File: src/rtl/lcd_pkg.sv
// rtl/lcd_pkg.sv - shared state types and constants for the LCD timing output stage
package lcd_pkg;

  typedef enum logic [1:0] {H_SYNC, H_BP, H_ACTIVE, H_FP} h_state_t;
  typedef enum logic [1:0] {V_SYNC, V_BP, V_ACTIVE, V_FP} v_state_t;

  localparam int PIX_PER_GROUP = 16;
  localparam int GROUP_BITS    = $clog2(PIX_PER_GROUP);

endpackage

File: src/rtl/lcd_pix_fifo.sv
// rtl/lcd_pix_fifo.sv - show-ahead synchronous pixel FIFO with flush
module lcd_pix_fifo #(
  parameter int DEPTH = 16,
  parameter int DW    = 24
) (
  input  logic                     clk_i,
  input  logic                     reset_i,
  input  logic                     flush_i,
  input  logic                     push_i,
  input  logic [DW-1:0]            din_i,
  input  logic                     pop_i,
  output logic                     full_o,
  output logic                     empty_o,
  output logic [$clog2(DEPTH):0]   count_o,
  output logic [DW-1:0]            dout_o
);

  localparam int AW = $clog2(DEPTH);
  localparam logic [AW:0]   FULL_CNT = (AW+1)'(DEPTH);
  localparam logic [AW:0]   CNT_ONE  = 1;
  localparam logic [AW-1:0] PTR_ONE  = 1;

  logic [DW-1:0] mem_q [DEPTH];
  logic [AW-1:0] wr_ptr_q, rd_ptr_q;
  logic [AW:0]   count_q;
  logic          do_push, do_pop;

  assign full_o  = (count_q == FULL_CNT);
  assign empty_o = (count_q == '0);
  assign count_o = count_q;
  assign dout_o  = mem_q[rd_ptr_q];

  // Guard against misuse even though the caller already gates on full/empty.
  assign do_push = push_i & ~full_o;
  assign do_pop  = pop_i & ~empty_o;

  // Storage array; contents need no reset since count gates visibility.
  always_ff @(posedge clk_i) begin
    if (do_push) mem_q[wr_ptr_q] <= din_i;
  end

  // Pointer and occupancy tracking; flush behaves exactly like reset.
  always_ff @(posedge clk_i) begin
    if (reset_i || flush_i) begin
      wr_ptr_q <= '0;
      rd_ptr_q <= '0;
      count_q  <= '0;
    end else begin
      if (do_push) wr_ptr_q <= wr_ptr_q + PTR_ONE;
      if (do_pop)  rd_ptr_q <= rd_ptr_q + PTR_ONE;
      unique case ({do_push, do_pop})
        2'b10:   count_q <= count_q + CNT_ONE;
        2'b01:   count_q <= count_q - CNT_ONE;
        default: count_q <= count_q;
      endcase
    end
  end

endmodule

File: src/rtl/lcd_timing_out.sv
// rtl/lcd_timing_out.sv - pixel buffer, panel timing generator and registered LCD outputs
module lcd_timing_out
  import lcd_pkg::*;
#(
  parameter int DEPTH = 16,
  parameter int DW    = 24
) (
  input  logic          clk,
  input  logic          reset,
  input  logic [DW-1:0] pixel_in,
  input  logic          pixel_valid,
  output logic          stall,
  input  logic          en,
  input  logic [5:0]    ppl,
  input  logic [7:0]    hsw,
  input  logic [7:0]    hbp,
  input  logic [7:0]    hfp,
  input  logic [9:0]    lpp,
  input  logic [5:0]    vsw,
  input  logic [7:0]    vbp,
  input  logic [7:0]    vfp,
  input  logic [4:0]    pcd,
  output logic [DW-1:0] lcd_vd,
  output logic          lcd_enab,
  output logic          lcd_lp,
  output logic          lcd_fp,
  output logic          lcd_dclk_en,
  output logic          underflow
);

  logic                  idle;
  logic                  tick, act_tick, line_end;
  logic                  fifo_full, fifo_empty, fifo_push, fifo_pop;
  logic [$clog2(DEPTH):0] fifo_count;
  logic                  fifo_count_unused;
  logic [DW-1:0]         fifo_dout;

  logic [4:0]  div_q, div_d;
  h_state_t    h_q, h_d;
  v_state_t    v_q, v_d;
  logic [9:0]  h_cnt_q, h_cnt_d, v_cnt_q, v_cnt_d;
  logic [9:0]  h_len_last, v_len_last, act_last;

  logic [DW-1:0] lcd_vd_q;
  logic          lcd_enab_q, lcd_lp_q, lcd_fp_q, lcd_dclk_en_q, underflow_q;

  assign idle      = reset | ~en;
  assign stall     = ~en | fifo_full;
  assign fifo_push = pixel_valid & ~stall;
  assign tick      = ~idle & (div_q == pcd);
  assign act_tick  = tick & (h_q == H_ACTIVE) & (v_q == V_ACTIVE);
  assign fifo_pop  = act_tick & ~fifo_empty;

  // Occupancy is exported by the FIFO for observation; the timing logic only needs full/empty.
  assign fifo_count_unused = ^fifo_count;

  // Last active pixel index of a line: groups of 16 pixels, minus one.
  assign act_last = {ppl + 6'd1, {GROUP_BITS{1'b0}}} - 10'd1;

  lcd_pix_fifo #(.DEPTH(DEPTH), .DW(DW)) u_fifo (
    .clk_i   (clk),
    .reset_i (reset),
    .flush_i (~en),
    .push_i  (fifo_push),
    .din_i   (pixel_in),
    .pop_i   (fifo_pop),
    .full_o  (fifo_full),
    .empty_o (fifo_empty),
    .count_o (fifo_count),
    .dout_o  (fifo_dout)
  );

  // Pixel clock divider: wraps at pcd, producing the tick.
  always_comb begin
    div_d = div_q;
    if (!idle) div_d = tick ? 5'd0 : div_q + 5'd1;
  end

  // Horizontal FSM next state; zero-length porches are skipped on entry.
  always_comb begin
    h_d        = h_q;
    h_cnt_d    = h_cnt_q;
    line_end   = 1'b0;
    h_len_last = '0;
    unique case (h_q)
      H_SYNC:   h_len_last = {2'b0, hsw};
      H_BP:     h_len_last = {2'b0, hbp} - 10'd1;
      H_ACTIVE: h_len_last = act_last;
      H_FP:     h_len_last = {2'b0, hfp} - 10'd1;
    endcase
    if (tick) begin
      if (h_cnt_q == h_len_last) begin
        h_cnt_d = '0;
        unique case (h_q)
          H_SYNC:   h_d = (hbp != 8'd0) ? H_BP : H_ACTIVE;
          H_BP:     h_d = H_ACTIVE;
          H_ACTIVE: begin
            h_d      = (hfp != 8'd0) ? H_FP : H_SYNC;
            line_end = (hfp == 8'd0);
          end
          H_FP: begin
            h_d      = H_SYNC;
            line_end = 1'b1;
          end
        endcase
      end else begin
        h_cnt_d = h_cnt_q + 10'd1;
      end
    end
  end

  // Vertical FSM next state, stepping once per completed line.
  always_comb begin
    v_d        = v_q;
    v_cnt_d    = v_cnt_q;
    v_len_last = '0;
    unique case (v_q)
      V_SYNC:   v_len_last = {4'b0, vsw};
      V_BP:     v_len_last = {2'b0, vbp} - 10'd1;
      V_ACTIVE: v_len_last = lpp;
      V_FP:     v_len_last = {2'b0, vfp} - 10'd1;
    endcase
    if (line_end) begin
      if (v_cnt_q == v_len_last) begin
        v_cnt_d = '0;
        unique case (v_q)
          V_SYNC:   v_d = (vbp != 8'd0) ? V_BP : V_ACTIVE;
          V_BP:     v_d = V_ACTIVE;
          V_ACTIVE: v_d = (vfp != 8'd0) ? V_FP : V_SYNC;
          V_FP:     v_d = V_SYNC;
        endcase
      end else begin
        v_cnt_d = v_cnt_q + 10'd1;
      end
    end
  end

  // Timing state registers; idle parks both FSMs at the start of a frame.
  always_ff @(posedge clk) begin
    if (idle) begin
      div_q   <= '0;
      h_q     <= H_SYNC;
      v_q     <= V_SYNC;
      h_cnt_q <= '0;
      v_cnt_q <= '0;
    end else begin
      div_q   <= div_d;
      h_q     <= h_d;
      v_q     <= v_d;
      h_cnt_q <= h_cnt_d;
      v_cnt_q <= v_cnt_d;
    end
  end

  // Panel outputs registered one clock after the tick; pixel data holds between ticks.
  always_ff @(posedge clk) begin
    if (idle) begin
      lcd_vd_q      <= '0;
      lcd_enab_q    <= 1'b0;
      lcd_lp_q      <= 1'b0;
      lcd_fp_q      <= 1'b0;
      lcd_dclk_en_q <= 1'b0;
      underflow_q   <= 1'b0;
    end else begin
      lcd_enab_q    <= act_tick;
      lcd_dclk_en_q <= tick;
      lcd_lp_q      <= (h_q == H_SYNC);
      lcd_fp_q      <= (v_q == V_SYNC);
      if (act_tick) begin
        lcd_vd_q <= fifo_empty ? '0 : fifo_dout;
        if (fifo_empty) underflow_q <= 1'b1;
      end
    end
  end

  assign lcd_vd      = lcd_vd_q;
  assign lcd_enab    = lcd_enab_q;
  assign lcd_lp      = lcd_lp_q;
  assign lcd_fp      = lcd_fp_q;
  assign lcd_dclk_en = lcd_dclk_en_q;
  assign underflow   = underflow_q;

endmodule

File: config.mk
export PLATFORM = sky130hd
export DESIGN_NAME = lcd_timing_out
export DESIGN_NICKNAME = d
export VERILOG_FILES = /design/src/rtl/lcd_pkg.sv /design/src/rtl/lcd_pix_fifo.sv /design/src/rtl/lcd_timing_out.sv
export SDC_FILE = /design/constraint.sdc
export NUM_CORES = 1
export LEC_CHECK = 0
export BUFFER_PORTS_ARGS = -buffer_cell sky130_fd_sc_hd__buf_2
export CORE_MARGIN = 8
export CORE_UTILIZATION = 64
export CTS_CLUSTER_DIAMETER = 30
export DETAILED_ROUTE_END_ITERATION = 6
export PLACE_DENSITY = 0.82
export SLEW_MARGIN = 20
export SYNTH_ARGS = -nofsm -noshare
export SYNTH_HDL_FRONTEND = slang
export SYNTH_SLANG_ARGS = --single-unit
export TNS_END_PERCENT = 30
File: constraint.sdc
create_clock -name clk -period 5.3 [get_ports clk]
set_input_delay 0.795 -clock clk [delete_from_list [all_inputs] [get_ports clk]]
set_output_delay 0.795 -clock clk [all_outputs]
set_load 0.03 [all_outputs]
==> results of run 1 <==
[cell usage in the layout, fill, tap and decap left out, types with 8 or more instances in the layout]
cell type / instances
edfxtp_1: 384
buf_2: 124
mux4_2: 123
nor2_1: 77
clkbuf_16: 77
dfxtp_1: 72
xnor2_1: 39
nand2_1: 36
inv_1: 27
buf_4: 27
xor2_1: 26
a22oi_1: 26
a21oi_1: 23
ha_1: 21
nand4_1: 17
o21ai_0: 15
clkinv_2: 15
nand3_1: 14
a211oi_1: 14
nor2_2: 13
nor3_1: 12
a31oi_1: 10
clkbuf_1: 10
nor4_1: 9
nor2b_1: 8
o31ai_1: 8
inv_6: 8
[metrics by stage]
step	power [mW]	instance area, um2
4_1_cts	8.99	23000
3_5_place_dp	4.21	20500
2_1_floorplan	4.10	19300
3_3_place_gp	4.20	20500
5_1_grt	9.17	23000
6_report	8.96	23000
[layer usage]
metal	global-route usage, %	up-vias
met5	0	-
met4	10.4	2
met3	5.75	133
met2	45.5	782
met1	34.9	5933
li1	-	4964
[cell families after synthesis]
group / Yosys count
xor gates and xnor gates: 66
and+or+nand+nor: 247
muxes: 131
adders and majority gates: 22
buffers and inverters: 90
AOI/OAI and AO/OA: 136
DFF: 459
[sequential cells by signal (all words and copies together) (netlist names), 2 cells and up, named ones only]
name,cells
div_q,5
v_q,2
u_fifo.wr_ptr_q,4
lcd_vd,24
h_q,2
h_cnt_q,10
v_cnt_q,10
u_fifo.mem_q,384
u_fifo.count_o,5
u_fifo.rd_ptr_q,4
[layout make-up]
type                    instances  area, um2
clock buffers                  88       1980
repair buffers                152        843
clock inverters                53        578
inverters                      30        113
multi-input cells             602       5990
well taps                     390        488
flip-flops and latches        459      13000
diodes                          2       5.00
fillers                      1574       6680
[critical path, cell delays in order (launching register included)]
cell,delay (ns)
dfxtp_1,0.85
and2_1,0.36
or4b_1,0.46
o211ai_1,0.10
mux2i_1,0.10
a2111oi_2,0.41
and4_1,0.40
and3_1,0.50
a211oi_1,0.14
a31o_2,0.25
[power by group]
part	leakage, nW	switching (mW)	internal [mW]
clock	1.24	1.87	2.95
sequential	4.07	0.00562	3.92
combinational	2.31	0.134	0.0800
total	7.61	2.01	6.96
[worst paths after layout]
kind / from / to / cells past startpoint
hold reg to reg: div_q[0] / div_q[0] / 1
setup reg to reg: h_q[1] / h_q[0] / 9
hold / removal: div_q[0] / div_q[0] / 1
setup / recovery: h_q[1] / h_q[0] / 9
==> impl_metrics.ini, run 1 <==
[synth]
synthesis.nets = 1268
avgSynthCellArea_um2 = 16.8
synth_fa_ha_area_share_pct = 1.46
synth-seq-area-share_pct = 67.5
synth_edf_count = 384
synth-compound-area-share_pct = 4.92
async_flop_share_pct = 0
yosysTopAreaCellShare_pct = 59.7
synth.distinct_cells = 72
synth_top_family_by_area = multiplexers
synthCells = 1151
synth_seq_cells = 459
yosysMostFrequentCell = edfxtp_1
synth_xor_area_share_pct = 3.03
synth_area_um2 = 19300
yosysWarningCount = 0
synth_top_cell_by_area = edfxtp_1
ys_top_cells_by_count = 384 x edfxtp_1, 123 x mux4_2, 90 x nor2_1, 75 x dfxtp_1, 46 x clkbuf_1
synthFlopType = edfxtp_1
yosys-top-cells-area = edfxtp_1 60%, mux4_2 14%, dfxtp_1 7.8%, xnor2_1 1.8%, nor2_1 1.7%
synthSimpleGateAreaFrac_pct = 6.52
muxShareOfSynthArea_pct = 14.8

[grt]
grt_start_max_net_pins = 72
track_usage_pct = 27.2
overflow = 0
grt_pass1_wl_um = 73500
first_global_vias = 12100
antenna_found_initial = 3

[pwr]
p_leak_nw = 7.61
max-vdd-ir-drop_uv = 402
power_density_nw_per_um2 = 389

[clocking]
cts_tree = done
cts_resized = 0
clock-root-buffer = clkbuf_16
cts_made_buffers = 76
cts.sinks = 459
clk_pin_slew_ns = 0.04
postCtsSetupRepairBufs = 0
cts_hold_buf = 0
htreeDepth = 3
clock_path_buffers = 3
insertion_delay_ns = 0.59

[routing]
vias_per_cell = 6.65
routedLengthMet1_um = 18400
drtIter0Drc = 1309
firstDrtPassIters = 6
top_layer_used = met5
ant_nets = 0
drc_errors = 0
via_count = 11800
wl_met3_um = 4410
wl_met2_um = 24800
wl_per_cell_um = 27.7
wl_um = 49200

[timing]
hold_viol = 0
post-route-period-util_pct = 69.7
final.setup.worst_slack_ns = 1.60
slew_headroom_pct = 28.6
clock_skew_ns = 0.0386
setup_viol = 0
rsz0062_at_grt = false
slew_viol_final = 0
fmax_ghz = 0.271
hold_slack_ns = 0.477
tightest_slew_ns = 1.07
fin_tns_setup_ns = 0
period_needed_ns = 3.70

[critical_path]
worstSetupPathType = register to register
worstPathArrival_ns = 4.15
start_kind = register
ff2ff_setup_slack_ns = 1.60
crit_path_end_kind = register
worstPathRequired_ns = 5.75
cp_max_fo = 22

[place]
dp.cells = 1633
dp_hpwl_um = 26200
dp_slack_ns = 1.23
gp_congestion = 0.886
io_buffers = 124

[die]
dieHeight_um = 190
num_rows = 63
start_util_pct = 65.0
placeableCoreArea_um2 = 29700
fp.dieW_um = 190
die_area_um2 = 36000
ios = 125

[run]
maxCapViolCount = 0

[worst_hold_path]
hold_class = register to register

[final_layout]
final_core_util_pct = 77.5
drive_gt1_share_pct = 31.7
fin_nets = 1438
instances_no_fill = 1776
area_delta_synth_final_pct = 19.3

[outcome]
status = complete, no violations
Power figures use the tool's default switching activity.
==> run 2: changes to the inputs <==
--- a/config.mk
+++ b/config.mk
@@ -7,10 +7,10 @@
 export LEC_CHECK = 0
 export BUFFER_PORTS_ARGS = -buffer_cell sky130_fd_sc_hd__buf_2
 export CORE_MARGIN = 8
-export CORE_UTILIZATION = 64
+export CORE_UTILIZATION = 55
 export CTS_CLUSTER_DIAMETER = 30
 export DETAILED_ROUTE_END_ITERATION = 6
-export PLACE_DENSITY = 0.82
+export PLACE_DENSITY = 0.74
 export SLEW_MARGIN = 20
 export SYNTH_ARGS = -nofsm -noshare
 export SYNTH_HDL_FRONTEND = slang
==> constraint.sdc (replaced) <==
create_clock -name clk -period 3 [get_ports clk]
set_input_delay 0.45 -clock clk [delete_from_list [all_inputs] [get_ports clk]]
set_output_delay 0.45 -clock clk [all_outputs]
set_load 0.03 [all_outputs]
==> run 2 against run 1 <==
Compared with the run above: non-clock buffer count rose by 108; register-to-register slack lost 1.5 ns; die area is 15% higher; routed wire length rose by 0.21%; total power rose by 81%; final area is 5.2% higher; sequential cell count unchanged; count of clock-buffer cells in the layout unchanged; via count grew 1.4%; core utilization down 7.4 points; final cell count up 10%; critical path type is now primary input to register; critical endpoint is now v_q[1]; largest power group unchanged.
==> impl_metrics.ini, run 2 (synthesis results as in run 1) <==
[outcome]
status = complete, no violations

[pwr]
power_density_nw_per_um2 = 668
max-vdd-ir-drop_uv = 536
p_leak_nw = 8.23

[routing]
wl_um = 49300
vias_per_cell = 6.12
wl_per_cell_um = 25.2
drtIter0Drc = 1155
firstDrtPassIters = 5
via_count = 12000
ant_nets = 0
drc_errors = 0

[die]
num_rows = 68
die_area_um2 = 41400
dieHeight_um = 203
fp.dieW_um = 203
placeableCoreArea_um2 = 34500
start_util_pct = 55.9
ios = 125

[critical_path]
startpoint = hfp[1]
crit_path_end_kind = register
critPathMaxStageDelay_ns = 0.47
critPathSlowestCell = or4b_1
timing.rr.start = v_q[0]
start_kind = primary input
worstPathArrival_ns = 3.31
worstSetupPathType = primary input to register
worstPathRequired_ns = 3.40
cp_max_fo = 5
cp_cell_sequence = buf_2 -> inv_1 -> ha_1 -> or3b_4 -> or4b_1 -> o211ai_1 -> mux2i_1 -> a2111oi_2 -> and4_4 -> nand4_4 -> buf_6 -> o31ai_1 -> a21oi_1

[clocking]
postCtsSetupRepairBufs = 0
clock-root-buffer = clkbuf_16
clk_pin_slew_ns = 0.06
cts.sinks = 459
clock_path_buffers = 3
insertion_delay_ns = 0.60
cts_resized = 0
cts_made_buffers = 80
cts_tree = done
htreeDepth = 3
cts_hold_buf = 0

[grt]
grt_start_max_net_pins = 56
grt_pass1_wl_um = 74300
antenna_found_initial = 2
overflow = 0
first_global_vias = 12500
track_usage_pct = 23.7

[final_layout]
final_cell_mix = 384 x edfxtp_1, 124 x buf_2, 123 x mux4_2, 123 x buf_4, 80 x clkbuf_16
final_core_util_pct = 70.1
design_area_um2 = 24200
fin_nets = 1550
area_delta_synth_final_pct = 25.5
n_fill_cell = 2163
largest_reg_flops = 384
drive_gt1_share_pct = 37.7
layout_commonest_cell = edfxtp_1
top_register = u_fifo.mem_q

[timing]
fin_tns_setup_ns = 0
slew_viol_final = 0
post-route-period-util_pct = 97.1
fmax_ghz = 0.343
hold_slack_ns = 0.234
setup_viol = 0
slew_headroom_pct = 48.2
hold_viol = 0
period_needed_ns = 2.91
clock_skew_ns = 0.0539
tightest_slew_ns = 0.777

[place]
dp_hpwl_um = 28000
place_area_um2 = 21500
gp_congestion = 0.857
io_buffers = 124

[worst_hold_path]
hold_class = primary input to register
holdCritStartpoint = pixel_in[20]

[run]
maxCapViolCount = 0
[run 2: changes by cell type in the layout (fill, tap and decap cells not counted), moves of 5 or more]
cell	change
buf_12	+11
clkinv_2	-6
clkinv_4	+5
buf_4	+96
inv_6	+6
[run 2: metal layers]
layer / wire (um) / global-route usage (%)
met3: 4050 / 5.24
met1: 18800 / 29.6
met4: 1160 / 7.61
met5: 8 / 0
met2: 25300 / 41.0
[run 2: final cells by class]
type	instances	area, um2	area share (%)
Clock inverter	61	629	2.60
Multi-Input combinational cell	602	6030	24.9
Tap cell	455	569	2.35
Clock buffer	88	2040	8.43
Inverter	30	116	0.480
Antenna cell	1	2.50	0.0103
Sequential cell	459	13000	53.8
Timing Repair Buffer	260	1800	7.41
[run 2: per-stage QoR]
step | setup slack, ns | power [mW] | instances
after floorplan | -0.293 | 7.24 | 1151
after global placement | -0.489 | 7.47 | 1806
after detailed placement | -0.493 | 7.49 | 1806
after CTS | 0.0336 | 16.3 | 1955
after global routing | -0.0977 | 16.6 | 1955
final | 0.0869 | 16.2 | 1956
[run 2: path summary, 6_finish.rpt]
path / endpoint / slack, ns / cells after the start
max reg2reg: v_q[1] / 0.09 / 9
min reg2reg: div_q[0] / 0.49 / 1
max: v_q[1] / 0.09 / 13
min: u_fifo.mem_q[8][20] / 0.23 / 1
[run 2: power by group]
part	internal (mW)	switching, mW
registers	6.93	0.00937
clock network	5.43	3.39
logic	0.184	0.253
[run 2: worst max-delay path: cells and delay by family]
kind / cells / cell delay (ns)
adder cells (fa/ha/maj): 1 / 0.16
multiplexers: 1 / 0.10
AO/OA/AOI/OAI: 4 / 0.93
AND/OR/NAND/NOR: 4 / 1.31
buffers and inverters: 3 / 0.36
==> run 3: changes to the inputs <==
--- a/config.mk
+++ b/config.mk
@@ -5,12 +5,12 @@
 export SDC_FILE = /design/constraint.sdc
 export NUM_CORES = 1
 export LEC_CHECK = 0
-export BUFFER_PORTS_ARGS = -buffer_cell sky130_fd_sc_hd__buf_2
 export CORE_MARGIN = 8
-export CORE_UTILIZATION = 55
+export CORE_UTILIZATION = 57
 export CTS_CLUSTER_DIAMETER = 30
 export DETAILED_ROUTE_END_ITERATION = 6
-export PLACE_DENSITY = 0.74
+export DONT_BUFFER_PORTS = 1
+export PLACE_DENSITY = 0.73
 export SLEW_MARGIN = 20
 export SYNTH_ARGS = -nofsm -noshare
 export SYNTH_HDL_FRONTEND = slang
==> constraint.sdc (replaced) <==
create_clock -name clk -period 3 [get_ports clk]
set_input_delay 0.3 -clock clk [delete_from_list [all_inputs] [get_ports clk]]
set_output_delay 0.3 -clock clk [all_outputs]
set_load 0.03 [all_outputs]
==> run 3 against run 2 <==
Compared with the run above: final area down 1.1%; non-clock buffer count fell by 143; worst setup slack improved by 0.098 ns; via count fell by 5.2%; die area down 3.2%; core utilization grew 1.5 points; first-iteration DRC count fell by 5.8%; register-to-register slack gained 0.098 ns; count of clock-buffer cells in the layout is 12 higher; fmax increased by 3.5%; critical endpoint unchanged.
==> impl_metrics.ini, run 3 (synthesis results as in run 1) <==
[outcome]
status = complete, no violations

[timing]
hold_slack_ns = 0.0849
slew_headroom_pct = 46.4
hold_viol = 0
setup_viol = 0
period_needed_ns = 2.81
fin_tns_setup_ns = 0
rsz0062_at_grt = false
fmax_ghz = 0.355
final.setup.worst_slack_ns = 0.185
post-route-period-util_pct = 93.8
clock_skew_ns = 0.0248
tightest_slew_ns = 0.804
slew_viol_final = 0

[critical_path]
cp_max_fo = 21
worstPathArrival_ns = 3.31
ff2ff_setup_slack_ns = 0.19
cp_cell_sequence = buf_12 -> inv_1 -> o211a_1 -> a311oi_1 -> a211oi_1 -> a2111oi_2 -> and4_2 -> nand4_4 -> or4_1 -> a21oi_1
start_kind = register
worstSetupPathType = register to register
crit_path_end_kind = register
critPathMaxStageDelay_ns = 0.48
timing.rr.start = h_q[1]
worstRegToRegCells = 10
r2r-end = v_q[1]
worstPathRequired_ns = 3.50
startpoint = h_q[1]
critPathSlowestCell = or4_1

[grt]
overflow = 0
first_global_vias = 11700
grt_start_max_net_pins = 56
track_usage_pct = 23.5
grt_pass1_wl_um = 69700
antenna_found_initial = 0

[final_layout]
drive_gt1_share_pct = 30.6
multiInputGateArea_um2 = 6100
n_fill_cell = 1979
largest_reg_flops = 384
fin_nets = 1412
final_core_util_pct = 71.7
final_cell_mix = 384 x edfxtp_1, 123 x mux4_2, 87 x clkbuf_16
layout_commonest_cell = edfxtp_1
seqCellArea_um2 = 13000
top_register = u_fifo.mem_q
area_delta_synth_final_pct = 24.2

[pwr]
total_power_mw = 17.2
max-vdd-ir-drop_uv = 653
p_leak_nw = 7.78
power_density_nw_per_um2 = 718

[die]
ios = 125
num_rows = 67
fp.dieW_um = 200
placeableCoreArea_um2 = 33400
die_area_um2 = 40000
dieHeight_um = 200
start_util_pct = 57.7

[routing]
via_count = 11400
wl_um = 46400
vias_per_cell = 6.25
drtIter0Drc = 1088
ant_nets = 0
drc_errors = 0
firstDrtPassIters = 5
wl_per_cell_um = 25.6

[clocking]
cts_made_buffers = 85
cts_tree = done
insertion_delay_ns = 0.59
clk_pin_slew_ns = 0.04
cts.sinks = 459
htreeDepth = 3
clock-root-buffer = clkbuf_16
clock_path_buffers = 3

[place]
gp_congestion = 0.863
dp_slack_ns = -0.221
dp_hpwl_um = 26500
io_buffers = 0

[worst_hold_path]
holdCritStartpoint = reset
hold_class = primary input to register
worstHoldEndpoint = v_cnt_q[2]
hold_depth = 3

[run]
maxCapViolCount = 0
[run 3: cell count changes in the layout (fill, tap and decap cells not counted), sizes merged]
| cell | change |
|---|---|
| clkbuf | +12 |
| buf | -167 |
| clkinvlp | +6 |
| bufinv | +10 |
| dlygate4sd3 | +24 |
| inv | -14 |
| clkinv | -4 |
[run 3: area by class of cell]
class                      count  area share [%]
multi-input combinational    602            25.4
timing repair buffer         117            4.61
clock buffer                 100            9.45
antenna                        1          0.0104
tap                          448            2.34
clock inverter                59            3.25
inverter                      30           0.485
sequential                   459            54.4
[run 3: timing repair]
item	CTS	global route
setup buffers	0	6
hold buffers	24	0
endpoints found under the hold margin	384	0
setup endpoints to repair	0	25
gates resized for setup	0	18
[run 3: how the worst max path moves through the flow]
stage	endpoint	slack, ns
detailed placement	v_q[1]	-0.22
finish	v_q[1]	0.19
global route	v_q[1]	0.008
floorplan	u_fifo.mem_q[1][0]	-0.27
global placement	v_q[1]	-0.18
CTS	v_q[1]	0.02
[run 3: through the flow]
step	cell area, um2	instances
floorplan	19300	1151
global placement	20600	1626
detailed placement	20600	1626
CTS	23900	1809
global route	24000	1815
finish	24000	1816
[run 3: routing by layer]
| layer | share of wire [%] | up-vias | GRT usage, % |
|---|---|---|---|
| met5 | 0 | - | 0 |
| met4 | 2.6 | 0 | 8.56 |
| met3 | 8.2 | 95 | 5.11 |
| met2 | 50 | 515 | 38.7 |
| met1 | 39 | 5816 | 30.7 |
| li1 | - | 4929 | - |
[run 3: where the power goes]
group	switching, mW	internal [mW]
Combinational	0.196	0.137
Clock	3.26	6.66
Sequential	0.0127	6.94
[run 3: critical path, delay by kind of cell, from the launching register on]
| family | cells | cell delay [ns] |
|---|---|---|
| flip-flops | 1 | 0.36 |
| AND/OR/NAND/NOR | 3 | 0.95 |
| buffers and inverters | 2 | 0.33 |
| AO/OA/AOI/OAI | 5 | 1.10 |
